<file path="src/rtl/filt_cicd_mc_if.sv">
// Sample and output bus of the multi-channel CIC decimator.
// master drives the sample stream and controls; slave is the decimator.
interface filt_cicd_mc_if #(
    parameter int gp_nr_channels = 2,
    parameter int gp_max_rate    = 16,
    parameter int gp_inp_width   = 8,
    parameter int gp_acc_width   = 20,
    parameter int gp_oup_width   = 16
);
    localparam int RATE_W  = $clog2(gp_max_rate + 1);
    localparam int SHIFT_W = $clog2(gp_acc_width);
    localparam int CHAN_W  = (gp_nr_channels > 1) ? $clog2(gp_nr_channels) : 1;

    logic                           i_clear;
    logic [RATE_W-1:0]              i_rate;
    logic [SHIFT_W-1:0]             i_shift;
    logic                           i_valid;
    logic signed [gp_inp_width-1:0] i_data;
    logic                           o_valid;
    logic [CHAN_W-1:0]              o_chan;
    logic signed [gp_oup_width-1:0] o_data;
    logic                           o_sat;

    modport master (
        output i_clear, i_rate, i_shift, i_valid, i_data,
        input  o_valid, o_chan, o_data, o_sat
    );

    modport slave (
        input  i_clear, i_rate, i_shift, i_valid, i_data,
        output o_valid, o_chan, o_data, o_sat
    );
endinterface

</file>
<file path="src/rtl/filt_cicd_mc.sv">
// Multi-channel TDM CIC decimator with runtime rate, rounding shift and output saturation.
// Integrator/comb state lives in per-channel register banks indexed by the channel counter.
module filt_cicd_mc #(
    parameter int gp_nr_channels = 2,
    parameter int gp_max_rate    = 16,
    parameter int gp_order       = 3,
    parameter int gp_diff_delay  = 1,
    parameter int gp_inp_width   = 8,
    parameter int gp_acc_width   = gp_inp_width + gp_order * $clog2(gp_max_rate * gp_diff_delay),
    parameter int gp_oup_width   = 16
) (
    input logic           i_clk,
    input logic           i_rst_an,
    filt_cicd_mc_if.slave bus
);
    localparam int ACC_W   = gp_acc_width;
    localparam int RATE_W  = $clog2(gp_max_rate + 1);
    localparam int SHIFT_W = $clog2(gp_acc_width);
    localparam int CHAN_W  = (gp_nr_channels > 1) ? $clog2(gp_nr_channels) : 1;
    localparam int FRM_W   = $clog2(gp_max_rate);

    localparam logic [CHAN_W-1:0] LAST_CH  = CHAN_W'(gp_nr_channels - 1);
    localparam logic [RATE_W-1:0] MIN_RATE = RATE_W'(2);
    localparam logic [RATE_W-1:0] MAX_RATE = RATE_W'(gp_max_rate);
    localparam logic signed [ACC_W:0] SAT_MAX =
        {{(ACC_W - gp_oup_width + 2){1'b0}}, {(gp_oup_width - 1){1'b1}}};
    localparam logic signed [ACC_W:0] SAT_MIN =
        {{(ACC_W - gp_oup_width + 2){1'b1}}, {(gp_oup_width - 1){1'b0}}};

    typedef logic signed [ACC_W-1:0] acc_t;

    acc_t integ [gp_nr_channels][gp_order];
    acc_t dly   [gp_nr_channels][gp_order][gp_diff_delay];

    logic [CHAN_W-1:0]              ch_cnt;
    logic [FRM_W-1:0]               frm_cnt;
    logic [FRM_W-1:0]               rate_m1;
    logic [SHIFT_W-1:0]             shift_q;
    logic                           out_valid;
    logic [CHAN_W-1:0]              out_chan;
    logic signed [gp_oup_width-1:0] out_data;
    logic                           out_sat;

    acc_t                           integ_nxt [gp_order];
    acc_t                           comb_in   [gp_order];
    acc_t                           chain;
    acc_t                           comb_out;
    logic signed [ACC_W:0]          rnd_half;
    logic signed [ACC_W:0]          rnd_sum;
    logic signed [ACC_W:0]          shifted;
    logic signed [gp_oup_width-1:0] sat_data;
    logic                           sat_flag;
    logic [RATE_W-1:0]              rate_clamped;
    logic                           last_ch;
    logic                           dec_sample;

    // Integrators feed forward within the cycle, then the comb runs on the fresh integrator output.
    always_comb begin
        chain = acc_t'(bus.i_data);
        for (int k = 0; k < gp_order; k++) begin
            integ_nxt[k] = integ[ch_cnt][k] + chain;
            chain        = integ_nxt[k];
        end
        for (int k = 0; k < gp_order; k++) begin
            comb_in[k] = chain;
            chain      = chain - dly[ch_cnt][k][gp_diff_delay-1];
        end
        comb_out = chain;
    end

    // Round half up, arithmetic shift, then clamp into the output range.
    always_comb begin
        rnd_half = '0;
        if (shift_q != '0) begin
            rnd_half = (ACC_W + 1)'(1) << (shift_q - SHIFT_W'(1));
        end
        rnd_sum = (ACC_W + 1)'(comb_out) + rnd_half;
        shifted = rnd_sum >>> shift_q;
        if (shifted > SAT_MAX) begin
            sat_data = {1'b0, {(gp_oup_width - 1){1'b1}}};
            sat_flag = 1'b1;
        end else if (shifted < SAT_MIN) begin
            sat_data = {1'b1, {(gp_oup_width - 1){1'b0}}};
            sat_flag = 1'b1;
        end else begin
            sat_data = shifted[gp_oup_width-1:0];
            sat_flag = 1'b0;
        end
    end

    always_comb begin
        if (bus.i_rate < MIN_RATE) begin
            rate_clamped = MIN_RATE;
        end else if (bus.i_rate > MAX_RATE) begin
            rate_clamped = MAX_RATE;
        end else begin
            rate_clamped = bus.i_rate;
        end
        last_ch    = (ch_cnt == LAST_CH);
        dec_sample = (frm_cnt == rate_m1);
    end

    // Clear flushes the same state as reset but latches the new rate/shift.
    always_ff @(posedge i_clk or negedge i_rst_an) begin
        if (!i_rst_an) begin
            for (int c = 0; c < gp_nr_channels; c++) begin
                for (int k = 0; k < gp_order; k++) begin
                    integ[c][k] <= '0;
                    for (int j = 0; j < gp_diff_delay; j++) dly[c][k][j] <= '0;
                end
            end
            ch_cnt    <= '0;
            frm_cnt   <= '0;
            rate_m1   <= FRM_W'(gp_max_rate - 1);
            shift_q   <= '0;
            out_valid <= 1'b0;
            out_chan  <= '0;
            out_data  <= '0;
            out_sat   <= 1'b0;
        end else if (bus.i_clear) begin
            for (int c = 0; c < gp_nr_channels; c++) begin
                for (int k = 0; k < gp_order; k++) begin
                    integ[c][k] <= '0;
                    for (int j = 0; j < gp_diff_delay; j++) dly[c][k][j] <= '0;
                end
            end
            ch_cnt    <= '0;
            frm_cnt   <= '0;
            rate_m1   <= FRM_W'(rate_clamped - RATE_W'(1));
            shift_q   <= bus.i_shift;
            out_valid <= 1'b0;
            out_chan  <= '0;
            out_data  <= '0;
            out_sat   <= 1'b0;
        end else begin
            out_valid <= 1'b0;
            if (bus.i_valid) begin
                for (int k = 0; k < gp_order; k++) integ[ch_cnt][k] <= integ_nxt[k];
                ch_cnt <= last_ch ? '0 : ch_cnt + CHAN_W'(1);
                if (last_ch) begin
                    frm_cnt <= dec_sample ? '0 : frm_cnt + FRM_W'(1);
                end
                if (dec_sample) begin
                    for (int k = 0; k < gp_order; k++) begin
                        dly[ch_cnt][k][0] <= comb_in[k];
                        for (int j = 1; j < gp_diff_delay; j++) begin
                            dly[ch_cnt][k][j] <= dly[ch_cnt][k][j-1];
                        end
                    end
                    out_valid <= 1'b1;
                    out_chan  <= ch_cnt;
                    out_data  <= sat_data;
                    out_sat   <= sat_flag;
                end
            end
        end
    end

    assign bus.o_valid = out_valid;
    assign bus.o_chan  = out_chan;
    assign bus.o_data  = out_data;
    assign bus.o_sat   = out_sat;
endmodule

</file>
<file path="src/flat_wrapper.sv">
// flat-port wrapper written by rule: the top's interface ports become plain ports
module filt_cicd_mc_flat 
#(
    parameter int gp_nr_channels = 2,
    parameter int gp_max_rate    = 16,
    parameter int gp_order       = 3,
    parameter int gp_diff_delay  = 1,
    parameter int gp_inp_width   = 8,
    parameter int gp_acc_width   = gp_inp_width + gp_order * $clog2(gp_max_rate * gp_diff_delay),
    parameter int gp_oup_width   = 16
)
  (i_clk, i_rst_an, bus_i_clear, bus_i_rate, bus_i_shift, bus_i_valid, bus_i_data, bus_o_valid, bus_o_chan, bus_o_data, bus_o_sat);
  filt_cicd_mc_if #(.gp_nr_channels(gp_nr_channels), .gp_max_rate(gp_max_rate), .gp_inp_width(gp_inp_width), .gp_acc_width(gp_acc_width), .gp_oup_width(gp_oup_width)) bus_i ();
  input logic i_clk;
  input logic i_rst_an;
  input wire logic [$bits(bus_i.i_clear)-1:0] bus_i_clear;
  input wire logic [$bits(bus_i.i_rate)-1:0] bus_i_rate;
  input wire logic [$bits(bus_i.i_shift)-1:0] bus_i_shift;
  input wire logic [$bits(bus_i.i_valid)-1:0] bus_i_valid;
  input wire logic [$bits(bus_i.i_data)-1:0] bus_i_data;
  output wire logic [$bits(bus_i.o_valid)-1:0] bus_o_valid;
  output wire logic [$bits(bus_i.o_chan)-1:0] bus_o_chan;
  output wire logic [$bits(bus_i.o_data)-1:0] bus_o_data;
  output wire logic [$bits(bus_i.o_sat)-1:0] bus_o_sat;
  assign bus_i.i_clear = bus_i_clear;
  assign bus_i.i_rate = bus_i_rate;
  assign bus_i.i_shift = bus_i_shift;
  assign bus_i.i_valid = bus_i_valid;
  assign bus_i.i_data = bus_i_data;
  assign bus_o_valid = bus_i.o_valid;
  assign bus_o_chan = bus_i.o_chan;
  assign bus_o_data = bus_i.o_data;
  assign bus_o_sat = bus_i.o_sat;
  filt_cicd_mc #(.gp_nr_channels(gp_nr_channels), .gp_max_rate(gp_max_rate), .gp_order(gp_order), .gp_diff_delay(gp_diff_delay), .gp_inp_width(gp_inp_width), .gp_acc_width(gp_acc_width), .gp_oup_width(gp_oup_width)) u_core (.i_clk(i_clk), .i_rst_an(i_rst_an), .bus(bus_i));
endmodule
</file>
<file path="config.mk">
export PLATFORM = sky130hd
export DESIGN_NAME = filt_cicd_mc_flat
export DESIGN_NICKNAME = d
export VERILOG_FILES = /design/src/rtl/filt_cicd_mc_if.sv /design/src/rtl/filt_cicd_mc.sv /design/src/flat_wrapper.sv
export SDC_FILE = /design/constraint.sdc
export NUM_CORES = 1
export LEC_CHECK = 0
export CELL_PAD_IN_SITES_DETAIL_PLACEMENT = 2
export CELL_PAD_IN_SITES_GLOBAL_PLACEMENT = 2
export CORE_MARGIN = 1.5
export CORE_UTILIZATION = 42
export CTS_CLUSTER_DIAMETER = 100
export DETAILED_ROUTE_END_ITERATION = 12
export PLACE_DENSITY = 0.92
export SLEW_MARGIN = 0
export SYNTH_ARGS = -nofsm -noshare
export SYNTH_HDL_FRONTEND = slang
export SYNTH_SLANG_ARGS = --single-unit
</file>
<file path="constraint.sdc">
create_clock -name i_clk -period 13.21 [get_ports i_clk]
set_clock_uncertainty 0.05 [all_clocks]
set_input_delay 2.642 -clock i_clk [delete_from_list [all_inputs] [get_ports i_clk]]
set_output_delay 2.642 -clock i_clk [all_outputs]
set_load 0.02 [all_outputs]
</file>
==> results.toml, run 1 <==
[clock_tree]
cts_inserted_buffers = 36
ctsRootBufferMaster = "clkbuf_16"
clock_path_buffers = 3
cts_hold_buf = 0
clkSinkCount = 273
h-tree-depth = 2

[synth]
yosys-top-cells-area = "dfrtp_1 37%, a22o_1 11%, ha_1 9.3%, mux2_2 4.3%, mux2i_1 4.2%"
synth_cell_types = 75
synth_top_cell_area_share = 0.368
yosysTopAreaCell = "dfrtp_1"
synth_ff_type = "dfrtp_1"
yosysWarnings = 0
synth_edf_count = 0
synth-seq-cells = 273
synthArstFlopShare = 1.00
synth_nets = 1990
syn_inst = 1825
yosysSeqAreaShare = 0.374
synth_area_sq_um = 18300
syn_area_per_cell_sq_um = 10.0

[die]
rows = 76
start_util = 0.425
die_w_um = 212
die_y_um = 212
pin_count = 41

[placement]
gp_congestion = 0.874
io_buffers = 40
place_inst = 2625
hpwl_um = 61500
place_area_sq_um = 21100

[grt]
track_usage = 0.646
grt-ovfl-total = 103
grt_max_degree = 84
grt_pass1_wl_um = 205000
grt_pass1_vias = 25534

[run_status]
stop_error = "[ERROR GRT-0116] Global routing finished with congestion. Check the congestion regions in the DRC Viewer."
haltStage = "global routing (5_1_grt)"
status = "stopped before the end"
==> layer usage <==
metal / track usage / overflow
met1: 0.637 / 0
met2: 0.893 / 52
met3: 0.399 / 0
met4: 0.669 / 51
met5: 0.0634 / 0
==> synthesized netlist by cell type, drive strengths merged, types with 7 or more instances <==
cell / instances
dfrtp: 269
mux2i: 76
a211oi: 18
and2: 14
a21o: 33
nand3: 21
o21ai: 80
o31ai: 12
o21a: 22
mux2: 70
xor2: 39
ha: 136
clkbuf: 72
o21bai: 22
a22o: 230
a21oi: 101
nand2: 99
fa: 7
inv: 51
nor3: 24
a31oi: 23
nor2b: 21
nand4: 8
buf: 21
nand2b: 15
xnor2: 83
o211ai: 17
nor2: 138
==> through the flow <==
step            util  hold WS (ns)  setup TNS (ns)  setup slack, ns
4_1_cts        0.565         0.456               0           0.0266
3_5_place_dp   0.492         0.432          -34.29            -2.16
3_3_place_gp   0.492         0.403           -6.92           -0.576
2_1_floorplan      -         0.394               0            0.296
==> cells by family after synthesis <==
family          share of synthesized area
compound gates                      0.250
simple gates                       0.0908
flops                               0.374
mux                                0.0885
buf+inv                            0.0301
fa+ha+maj                           0.101
xor+xnor                           0.0652
==> what timing repair did <==
action                                  in CTS
pin swaps                                   84
gates resized for setup                    299
endpoints found under the setup margin      17
buffers inserted                            52
==> inputs of run 2 (changes only) <==
- CELL_PAD_IN_SITES_DETAIL_PLACEMENT: 2 -> not set
- CELL_PAD_IN_SITES_GLOBAL_PLACEMENT: 2 -> not set
- CORE_UTILIZATION: 42 -> 30
- CTS_CLUSTER_DIAMETER: 100 -> not set
- PLACE_DENSITY: 0.92 -> not set
- PLACE_DENSITY_LB_ADDON: not set -> 0.15
==> run 2 against run 1 <==
Against the previous run: synthesized cell count is the same; the run now ends clean; synthesized area is the same.
==> results.toml, run 2 <==
[grt]
grt_pass1_wl_um = 88100
grt_pass1_vias = 15879
track_usage = 0.174
grt_max_degree = 97
antenna_found_initial = 1
grt-ovfl-total = 0

[routing]
drtPass1Iterations = 5
initialDrtViolationCount = 751
ant_nets = 0
vias = 15423
wl_um = 54000
drc = 0
via_per_inst = 5.21
avgRoutedWirePerCell_um = 18.2

[placement]
io_buffers = 40
dp_slack_ns = -1.05
hpwl_um = 36500
gp_congestion = 0.836
place_area_sq_um = 21800

[job]
max-cap-violations = 0

[worst_setup_path]
endpoint_kind = "register"
slowest_delay_ns = 0.47
worstPathRequired_ns = 13.64
cp_max_fo = 4
slowest_stage = "o311ai_1"
start_kind = "input port"
worst_ep_arrival_time_ns = 13.13
critPathKind = "input port to register"
reg2reg_depth = 51

[synth]
yosysSeqAreaShare = 0.374
synthArstFlopShare = 1.00
synth_most_common_cell = "dfrtp_1"
synth_ff_type = "dfrtp_1"
synth_adder_area_share = 0.101
synth_top_cell_area_share = 0.368
yosysTopAreaCell = "dfrtp_1"
synth_edf_count = 0
synth_area_sq_um = 18300
muxShareOfSynthArea = 0.0885
synthSimpleGateAreaFrac = 0.0908
synthXorXnorAreaFrac = 0.0652
synth_nets = 1990
synth_top_family_by_area = "compound AO/OA/AOI/OAI gates"
synth-compound-area-share = 0.250
synth-seq-cells = 273
syn_inst = 1825
syn_area_per_cell_sq_um = 10.0
yosys-top-cells-area = "dfrtp_1 37%, a22o_1 11%, ha_1 9.3%, mux2_2 4.3%, mux2i_1 4.2%"
synth_cell_types = 75
yosysWarnings = 0
synthTopCellsByCount = "269 x dfrtp_1, 230 x a22o_1, 138 x nor2_1"

[timing]
relSlewSlack = 0.245
setup_slack_ns = 0.514
slew_viol_final = 0
finalSetupViolCount = 0
finalHoldViolations = 0
worst_slew_pin_slew_ns = 1.12
fmax_mhz = 78.8
min_period_ns = 12.70
finalCritPeriodShare = 0.961

[die]
start_util = 0.303
die_y_um = 250
rows = 90
dieArea_sq_um = 62400
pin_count = 41
die_w_um = 250
core_area_sq_um = 60200

[layout]
regArea_sq_um = 6840
syn2layout_area_growth_pct = 30.2
nets = 2320
final_area_sq_um = 23800
final_common_cell = "buf_4"
antenna_cells = 0
layout_common_cells = "345 x buf_4, 268 x dfrtp_1, 230 x a22o_1"
nFillCells = 5888
multi_input_area_sq_um = 11500
drive_above_1_share = 0.274

[clock_tree]
clkSinkCount = 273
cts_hold_buf = 0
cts_inserted_buffers = 36
clock_latency_ns = 0.57
clock_path_buffers = 3
cts_tree = "done"
path_clk_slew_ns = 0.06
ctsRootBufferMaster = "clkbuf_16"
h-tree-depth = 2

[run_status]
status = "finished, final reports clean"

[worst_hold_path]
worstHoldPathType = "register to register"
min_delay_path_depth = 2
## run 2: layout make-up
cell class              count  share of cell area
clock buffers              47              0.0430
multi-input cells        1406               0.484
inverters                  53             0.00836
flip-flops and latches    273               0.288
well taps                 782              0.0411
clock inverters            16             0.00952
repair buffers            385               0.126
## run 2: repair_timing
item	CTS	global route
buffers inserted	4	12
setup endpoints to repair	16	17
pin swaps	3	37
gates resized for setup	22	86
## run 2: kinds of logic (layout without fill, tap and decap cells)
logic type | count (synthesis) | after routing
AOI/OAI and AO/OA | 620 | 620
and+or+nand+nor | 367 | 367
DFF | 273 | 273
muxes | 149 | 149
buffers and inverters | 146 | 501
adders and majority gates | 143 | 143
xor gates and xnor gates | 127 | 127
## run 2: per-stage QoR
stage,hold WS (ns),setup TNS [ns],util,instances
2_1_floorplan,0.394,0,-,1825
3_3_place_gp,0.407,-10.46,0.363,2883
3_5_place_dp,0.413,-13.89,0.363,2883
4_1_cts,0.426,0,0.386,2950
5_1_grt,0.442,-0.0197,0.395,2962
6_report,0.416,0,0.395,2962
## run 2: worst paths after layout
check,start,endpoint,slack (ns)
setup / recovery,bus_i_data[0],u_core.bus.o_data[2],0.51
hold / removal,u_core.bus.o_sat,u_core.bus.o_sat,0.42
setup reg to reg,u_core.ch_cnt,u_core.bus.o_data[2],2.02
hold reg to reg,u_core.bus.o_sat,u_core.bus.o_sat,0.42
max in group asynchronous,i_rst_an,u_core.ch_cnt,8.82
min in group asynchronous,i_rst_an,u_core.dly[0],2.06
## run 2: critical path: cells and delay by family
family / cells / cell delay (ns)
adder cells (fa/ha/maj): 8 / 2.31
XOR/XNOR: 9 / 1.77
AO/OA/AOI/OAI: 22 / 4.46
buffers and inverters: 5 / 1.04
AND/OR/NAND/NOR: 7 / 0.91
## run 2: layer usage
metal | wire, um | up-vias | share of wire | track usage
li1 | - | 7504 | - | -
met1 | 26500 | 7649 | 0.49 | 0.244
met2 | 24600 | 194 | 0.45 | 0.278
met3 | 1610 | 76 | 0.030 | 0.0225
met4 | 1320 | 0 | 0.024 | 0.0483
met5 | 0 | - | 0 | 0
Power of run 2 is not shown: default switching activity piles up to over one toggle a cycle in this logic, so the estimate is an artifact.
